===== src/rtl/mux_pkg.sv =====
// Shared types and helpers for the arbitrated registered multiplexer.
package mux_pkg;

    typedef enum logic {ARB_FIXED, ARB_RR} arb_mode_t;

    // Widest request vector onehot2idx can encode; callers zero-extend to this.
    localparam int unsigned MAX_N = 64;

    function automatic int unsigned onehot2idx(input logic [MAX_N-1:0] oh);
        int unsigned idx;
        idx = 0;
        for (int unsigned i = 0; i < MAX_N; i++) begin
            if (oh[i]) idx |= i;
        end
        return idx;
    endfunction

endpackage


===== src/rtl/rr_arbiter.sv =====
// One-hot arbiter with selectable fixed-priority or round-robin policy.
// The round-robin pointer moves past the winner only when the grant is used.
module rr_arbiter
    import mux_pkg::*;
#(
    parameter int unsigned N    = 4,
    parameter arb_mode_t   MODE = ARB_RR,
    localparam int unsigned IW  = $clog2(N)
) (
    input  logic          clk,
    input  logic          rst_n,
    input  logic [N-1:0]  req,
    input  logic          adv,
    output logic [N-1:0]  gnt,
    output logic [IW-1:0] gnt_idx
);

    logic [IW-1:0] ptr_q;
    logic [IW-1:0] ptr_d;
    logic [IW-1:0] cand;
    logic          found;

    // Scan N candidates starting at the pointer (or at 0 for fixed priority).
    always_comb begin
        gnt   = '0;
        found = 1'b0;
        cand  = '0;
        for (int unsigned k = 0; k < N; k++) begin
            cand = (MODE == ARB_RR) ? IW'((32'(ptr_q) + k) % N) : IW'(k);
            if (!found && req[cand]) begin
                gnt[cand] = 1'b1;
                found     = 1'b1;
            end
        end
    end

    assign gnt_idx = IW'(onehot2idx(MAX_N'(gnt)));

    always_comb begin
        ptr_d = ptr_q;
        if (adv) begin
            ptr_d = (gnt_idx == IW'(N - 1)) ? '0 : gnt_idx + 1'b1;
        end
    end

    always_ff @(posedge clk or negedge rst_n) begin
        if (!rst_n) begin
            ptr_q <= '0;
        end else begin
            ptr_q <= ptr_d;
        end
    end

endmodule


===== src/rtl/arb_mux_reg.sv =====
// Registered N:1 multiplexer with valid/ready per channel, built-in arbitration
// and a one-deep output register that supports back-to-back transfers.
module arb_mux_reg
    import mux_pkg::*;
#(
    parameter int unsigned W    = 4,
    parameter int unsigned N    = 4,
    parameter arb_mode_t   MODE = ARB_RR,
    localparam int unsigned IW  = $clog2(N)
) (
    input  logic           clk,
    input  logic           rst_n,
    input  logic [N-1:0]   in_valid,
    input  logic [N*W-1:0] in_data,
    output logic [N-1:0]   in_ready,
    output logic           out_valid,
    output logic [W-1:0]   out_data,
    output logic [IW-1:0]  out_ch,
    input  logic           out_ready
);

    logic [N-1:0]  gnt;
    logic [IW-1:0] gnt_idx;
    logic          load;
    logic          xfer;
    logic [W-1:0]  mux_data;

    logic          out_valid_q, out_valid_d;
    logic [W-1:0]  out_data_q,  out_data_d;
    logic [IW-1:0] out_ch_q,    out_ch_d;

    rr_arbiter #(
        .N    (N),
        .MODE (MODE)
    ) u_arb (
        .clk     (clk),
        .rst_n   (rst_n),
        .req     (in_valid),
        .adv     (xfer),
        .gnt     (gnt),
        .gnt_idx (gnt_idx)
    );

    assign load = !out_valid_q || out_ready;
    // Gating with rst_n keeps every producer stalled while reset is held.
    assign in_ready = gnt & {N{load & rst_n}};
    assign xfer     = |in_ready;

    always_comb begin
        mux_data = '0;
        for (int unsigned i = 0; i < N; i++) begin
            mux_data |= in_data[i*W +: W] & {W{gnt[i]}};
        end
    end

    always_comb begin
        out_valid_d = out_valid_q;
        out_data_d  = out_data_q;
        out_ch_d    = out_ch_q;
        if (load) begin
            out_valid_d = xfer;
            if (xfer) begin
                out_data_d = mux_data;
                out_ch_d   = gnt_idx;
            end
        end
    end

    always_ff @(posedge clk or negedge rst_n) begin
        if (!rst_n) begin
            out_valid_q <= 1'b0;
            out_data_q  <= '0;
            out_ch_q    <= '0;
        end else begin
            out_valid_q <= out_valid_d;
            out_data_q  <= out_data_d;
            out_ch_q    <= out_ch_d;
        end
    end

    assign out_valid = out_valid_q;
    assign out_data  = out_data_q;
    assign out_ch    = out_ch_q;

endmodule


===== config.mk =====
export PLATFORM = sky130hd
export DESIGN_NAME = arb_mux_reg
export DESIGN_NICKNAME = d
export VERILOG_FILES = /design/src/rtl/mux_pkg.sv /design/src/rtl/rr_arbiter.sv /design/src/rtl/arb_mux_reg.sv
export SDC_FILE = /design/constraint.sdc
export NUM_CORES = 1
export LEC_CHECK = 0
export BUFFER_PORTS_ARGS = -buffer_cell sky130_fd_sc_hd__buf_4
export CORE_MARGIN = 4
export CORE_UTILIZATION = 53
export DETAILED_ROUTE_END_ITERATION = 12
export PLACE_DENSITY_LB_ADDON = 0.15
export SYNTH_ARGS = -nofsm -noshare
export SYNTH_HDL_FRONTEND = slang
export SYNTH_SLANG_ARGS = --single-unit

===== constraint.sdc =====
create_clock -name clk -period 4.98 [get_ports clk]
set_clock_uncertainty 0.2 [all_clocks]
set_input_delay 0.996 -clock clk [delete_from_list [all_inputs] [get_ports clk]]
set_output_delay 0.996 -clock clk [all_outputs]
set_load 0.01 [all_outputs]

* Yosys cells after proc, flatten, opt, wreduce, memory -nomap -nowiden
Cells that the tools add are included.
Storage, ports and cells: ROM bits 0, memories kept 0, bits in registers 9, RAM bits 0, input port bits 23, logic and storage cells 70, latch bits 0, output and inout bits 11
Cells by class: eq/ne operators 1, bitwise operators 12, multiplexer cells 27, add/subtract/negate cells 4, div/mod/pow operators 0, reductions and logical operators 14, shifts and indexed selects 0, multipliers 0, $lt $le $gt $ge 8
Operators by type and width (count):
- 4-bit OR | 6
- 4-bit bitwise AND | 5
- 4-bit 2-to-1 mux | 4
- 2-bit by 3-bit < comparator with 1-bit output (second input constant) | 4
- 1-bit 2-to-1 mux | 12
- 1-bit binary-select mux with 2-bit select | 4
- 1-bit demux with 2-bit select | 4
- 2-bit by 1-bit >= comparator with 1-bit output (second input constant) | 4
- 1-bit logical AND | 7
- 2-bit 2-to-1 mux | 3
- 2-bit by 1-bit adder with 2-bit output (second input constant) | 2
- 2-bit adder (second input constant) | 2
- 1-bit logical NOT | 4
- 4-bit OR reduction | 1
- 2-bit == test (second input constant) | 1
- 2-bit AND reduction | 1
- 1-bit bitwise AND | 1
- 1-bit logical OR | 1

* Longest topological paths before layout
depth in word-level cells 17, gate-level depth with buffers 9, gate-level depth less buffers 8

* Hierarchy
From an unflattened synthesis, not the netlist that was laid out.
Second synthesis, totals: cell total of the unflattened synthesis 82, area total of the unflattened synthesis 842.1 um^2
Modules (own cells, without submodules):
- rr_arbiter | area an instance 432.9 um^2, instances 1, cells an instance 48, sequential area each 50.0 um^2
- arb_mux_reg | area an instance 409.1 um^2, instances 1, cells an instance 34, sequential area each 175.2 um^2

* Worst setup path before layout
Ideal clock, no wire load.
path type input port to output port, start point in in_valid[3], end point out in_ready[2], slack 1.454 ns, required time 3.784 ns, arrival 2.330 ns, stages 5, cell sequence mux4_1 -> nor3b_2 -> and2_2 -> nor3_4 -> nor2_1
On the way: cells in the longest elaborated chain, start to end 13
RTL lines:
- start, declared | RTL line arb_mux_reg.sv:13 | input logic [N-1:0] in_valid,
- 1-bit binary-select mux with 2-bit select | RTL line rr_arbiter.sv:30 | if (!found && req[cand]) begin
- 1-bit 2-to-1 mux (not written as such) | RTL line rr_arbiter.sv:30
- 1-bit 2-to-1 mux | RTL line rr_arbiter.sv:30
- 1-bit logical NOT | RTL line rr_arbiter.sv:30
- 1-bit logical AND | RTL line rr_arbiter.sv:30
- 1-bit 2-to-1 mux | RTL line rr_arbiter.sv:30
- 1-bit logical NOT | RTL line rr_arbiter.sv:30
- 1-bit logical AND | RTL line rr_arbiter.sv:30
- 1-bit 2-to-1 mux | RTL line rr_arbiter.sv:30
- 1-bit logical NOT | RTL line rr_arbiter.sv:30
- 1-bit logical AND | RTL line rr_arbiter.sv:30
- 4-bit 2-to-1 mux (*) | RTL line rr_arbiter.sv:30
- 4-bit bitwise AND (*) | RTL line arb_mux_reg.sv:46 | assign in_ready = gnt & {N{load & rst_n}};
- end, declared | RTL line arb_mux_reg.sv:15 | output logic [N-1:0] in_ready,
Mark *: on every way between the ends. The rest lies on a longest branch, timed or not. The select of a mux whose other input is x is not followed.

* Worst setup path after layout
start point reg u_arb.ptr_q[0], end point out in_ready[3]
On the way: cells in the longest elaborated chain, start to end 13
RTL lines:
- start, declared | RTL line rr_arbiter.sv:18 | logic [IW-1:0] ptr_q;
- start signal, assigned | RTL line rr_arbiter.sv:50 | ptr_q <= ptr_d;
- branches (longest 11 deep; another with 2-bit by 3-bit < comparator with 1-bit output)
- 4-bit 2-to-1 mux (*) | RTL line rr_arbiter.sv:30
- 4-bit bitwise AND (*) | RTL line arb_mux_reg.sv:46
Mark *: on every way between the ends. The select of a mux whose other input is x is not followed.

==> metrics.cfg <==
[yosys]
synthFlopType=dfrtp_1
synth_area_um2=966
synth.avg_cell_area_um2=9.66
synth-seq-cells=9
synthTopCellsByCount=nand2_1 (10), dfrtp_1 (9), inv_1 (8), o31ai_1 (8), o21ai_0 (7)
yosys_warnings=0
yosys-top-cells-area=dfrtp_1 (23%), ha_1 (7.8%), mux2_4 (6.2%), o31ai_1 (6.2%), mux4_2 (4.7%)
synth_top_cell_by_area=dfrtp_1
syn-num-nets=129
ys_async_sr_fraction_pct=100
syn_inst=100
synth_most_common_cell=nand2_1
ys_seq_area_share_pct=23.3
netlist.area_leader.share_pct=23.3
synth_edf_count=0
ys_types=37

[placement]
dp_hpwl_mm=1.79
routabilityCongestion=0.825
pre_cts_ws_ns=1.11
io_buffer_count=33

[timing]
setup_slack_ns=0.873
worst_slew_pin_slew_ns=0.785
rsz0062_at_grt=false
relSlewSlack_pct=47.2
fmax_mhz=243
setup-violations-final=0
hold_violations=0
final_max_slew_viol_count=0
fin_hold_ws_ns=0.283
period_needed_ns=4.11
finalSetupTns_ns=0
final.period_utilization_pct=82.5

[floorplanning]
coreArea_um2=1730
ios=34
fp.dieW_um=50.7
die_area_um2=2570
num_rows=15
start_util_pct=55.9
fp.dieH_um=50.7

[grt]
grt_pass1_vias=849
grt_pass1_wl_mm=3.67
grt_start_max_net_pins=14
antenna_found_initial=0
grt_use_total_pct=18.4
overflow=0

[worst_setup_path]
path_class=reg -> out
crit_path_cell_trace=inv_1 -> ha_1 -> mux4_1 -> nand2_1 -> o21ai_2 -> a211oi_4 -> nor2_1 -> buf_4
slowest_stage=mux4_1
cp-end-kind=primary output
cp.arrival_ns=2.91
critPathLaunchType=flip-flop
crit_fanout=13
cp.required_ns=3.78
cp_slowest_stage_delay_ns=0.66

[power]
ir_worst_vdd_v=0.000412
p_leak_nw=0.597
total_power_uw=797
p_per_area_nw_per_um2=635

[layout]
antenna_cells=0
drive_above_1_share_pct=40.0
area_growth_pct=30.1
nNetsFinal=165

[routing]
wl_per_cell_um=13.9
drt_iter0_markers=12
wirelength_mm=2.22
drtAntennaViolNets=0
drc=0
vias=893
drtPass1Iterations=4
via_per_inst=5.58

[hold_path]
holdCritPathClass=reg -> reg

[clock_network]
postCtsResizedCells=0
clkTransAtPathRegs_ns=0.05
clkLatencyLatePin_ns=0.26
clockBufferDepth=2
cts_tree=yes
cts_setup_buffers=0
cts.sinks=9
cts_root_buf=clkbuf_4
cts_buffers=3
cts-htree-levels=1
cts_hold_buf=0

[job]
drv_cap=0

[run_status]
outcome=completed

==> power by group <==
part           switching, mW  leakage, nW  total [mW]  internal, mW
Sequential            0.0396        0.107       0.153         0.113
Clock                 0.0239       0.0150      0.0547        0.0308
Combinational          0.301        0.475       0.590         0.289
==> flip-flops by register name (all words and copies together), names as in the netlist <==
| register | flops |
|---|---|
| out_ch | 2 |
| out_data | 4 |
| out_valid | 1 |
| u_arb.ptr_q | 2 |
==> cell type report <==
class | instances | area, µm²
fill | 138 | 470
tap | 25 | 31.3
timing repair buffer | 33 | 248
multi-input combinational | 81 | 696
clock buffer | 4 | 26.3
inverter | 8 | 30.0
sequential | 9 | 225
==> worst paths after layout <==
check | from | to | slack (ns) | cells after the start
worst max-delay path | u_arb.ptr_q[0] | in_ready[3] | 0.87 | 8
worst min register to register | out_ch[1] | out_ch[1] | 0.28 | 1
worst min-delay path | out_ch[1] | out_ch[1] | 0.28 | 1
max in group asynchronous | rst_n | u_arb.ptr_q[0] | 4.08 | 1
min in group asynchronous | rst_n | out_data[1] | 0.35 | 1
worst max register to register | u_arb.ptr_q[0] | out_data[3] | 1.62 | 8
==> metrics by stage <==
| stage | util (%) | cells | cell area [µm²] |
|---|---|---|---|
| 3_3_place_gp | 71.2 | 156 | 1230 |
| 3_5_place_dp | 71.2 | 156 | 1230 |
| 5_1_grt | 72.8 | 160 | 1260 |
| 2_1_floorplan | - | 100 | 966 |
| 6_report | 72.8 | 160 | 1260 |
| 4_1_cts | 72.8 | 160 | 1260 |
==> routing by layer <==
metal | wire (µm) | track usage [%] | up-vias
met4 | 0 | 1.35 | 0
met1 | 986 | 21.9 | 414
met5 | 0 | 0 | -
met3 | 170 | 8.01 | 0
met2 | 1060 | 31.7 | 29
li1 | - | - | 450
==> logic make-up (layout without fill, tap and decap cells) <==
group           Yosys count  count (layout)  synth area share (%)
compound gates           38              38                  31.3
fa+ha+maj                 6               6                  7.77
mux                       7               7                  13.6
buf+inv                  10              45                  4.66
flops                     9               9                  23.3
xor+xnor                  1               1                 0.907
simple gates             29              29                  18.4
==> worst max-delay path, delay by kind of cell, from the launching register on <==
family                   cells  cell delay (ns)
AND/OR/NAND/NOR              2             0.21
buffers and inverters        2             0.28
AO/OA/AOI/OAI                2             0.56
multiplexers                 1             0.66
flip-flops                   1             0.60
adder cells (fa/ha/maj)      1             0.34
==> placed cells by master, fill, tap and decap left out, drive strengths merged <==
cell type / Yosys / routed
buf: 1 / 33
nand2: 10 / 10
o21ai: 10 / 10
dfrtp: 9 / 9
inv: 8 / 8
o31ai: 8 / 8
ha: 6 / 6
nor2: 5 / 5
o2111ai: 4 / 4
mux2: 4 / 4
nor3b: 4 / 4
a21o: 4 / 4
clkbuf: 1 / 4
nor3: 4 / 4
a21boi: 3 / 3
a21oi: 3 / 3
mux4: 3 / 3
nor2b: 2 / 2
and2: 2 / 2
and3b: 2 / 2
o2bb2ai: 2 / 2
a211oi: 1 / 1
o21a: 1 / 1
a41oi: 1 / 1
xor2: 1 / 1
a31oi: 1 / 1
Power figures use the tool's default switching activity.
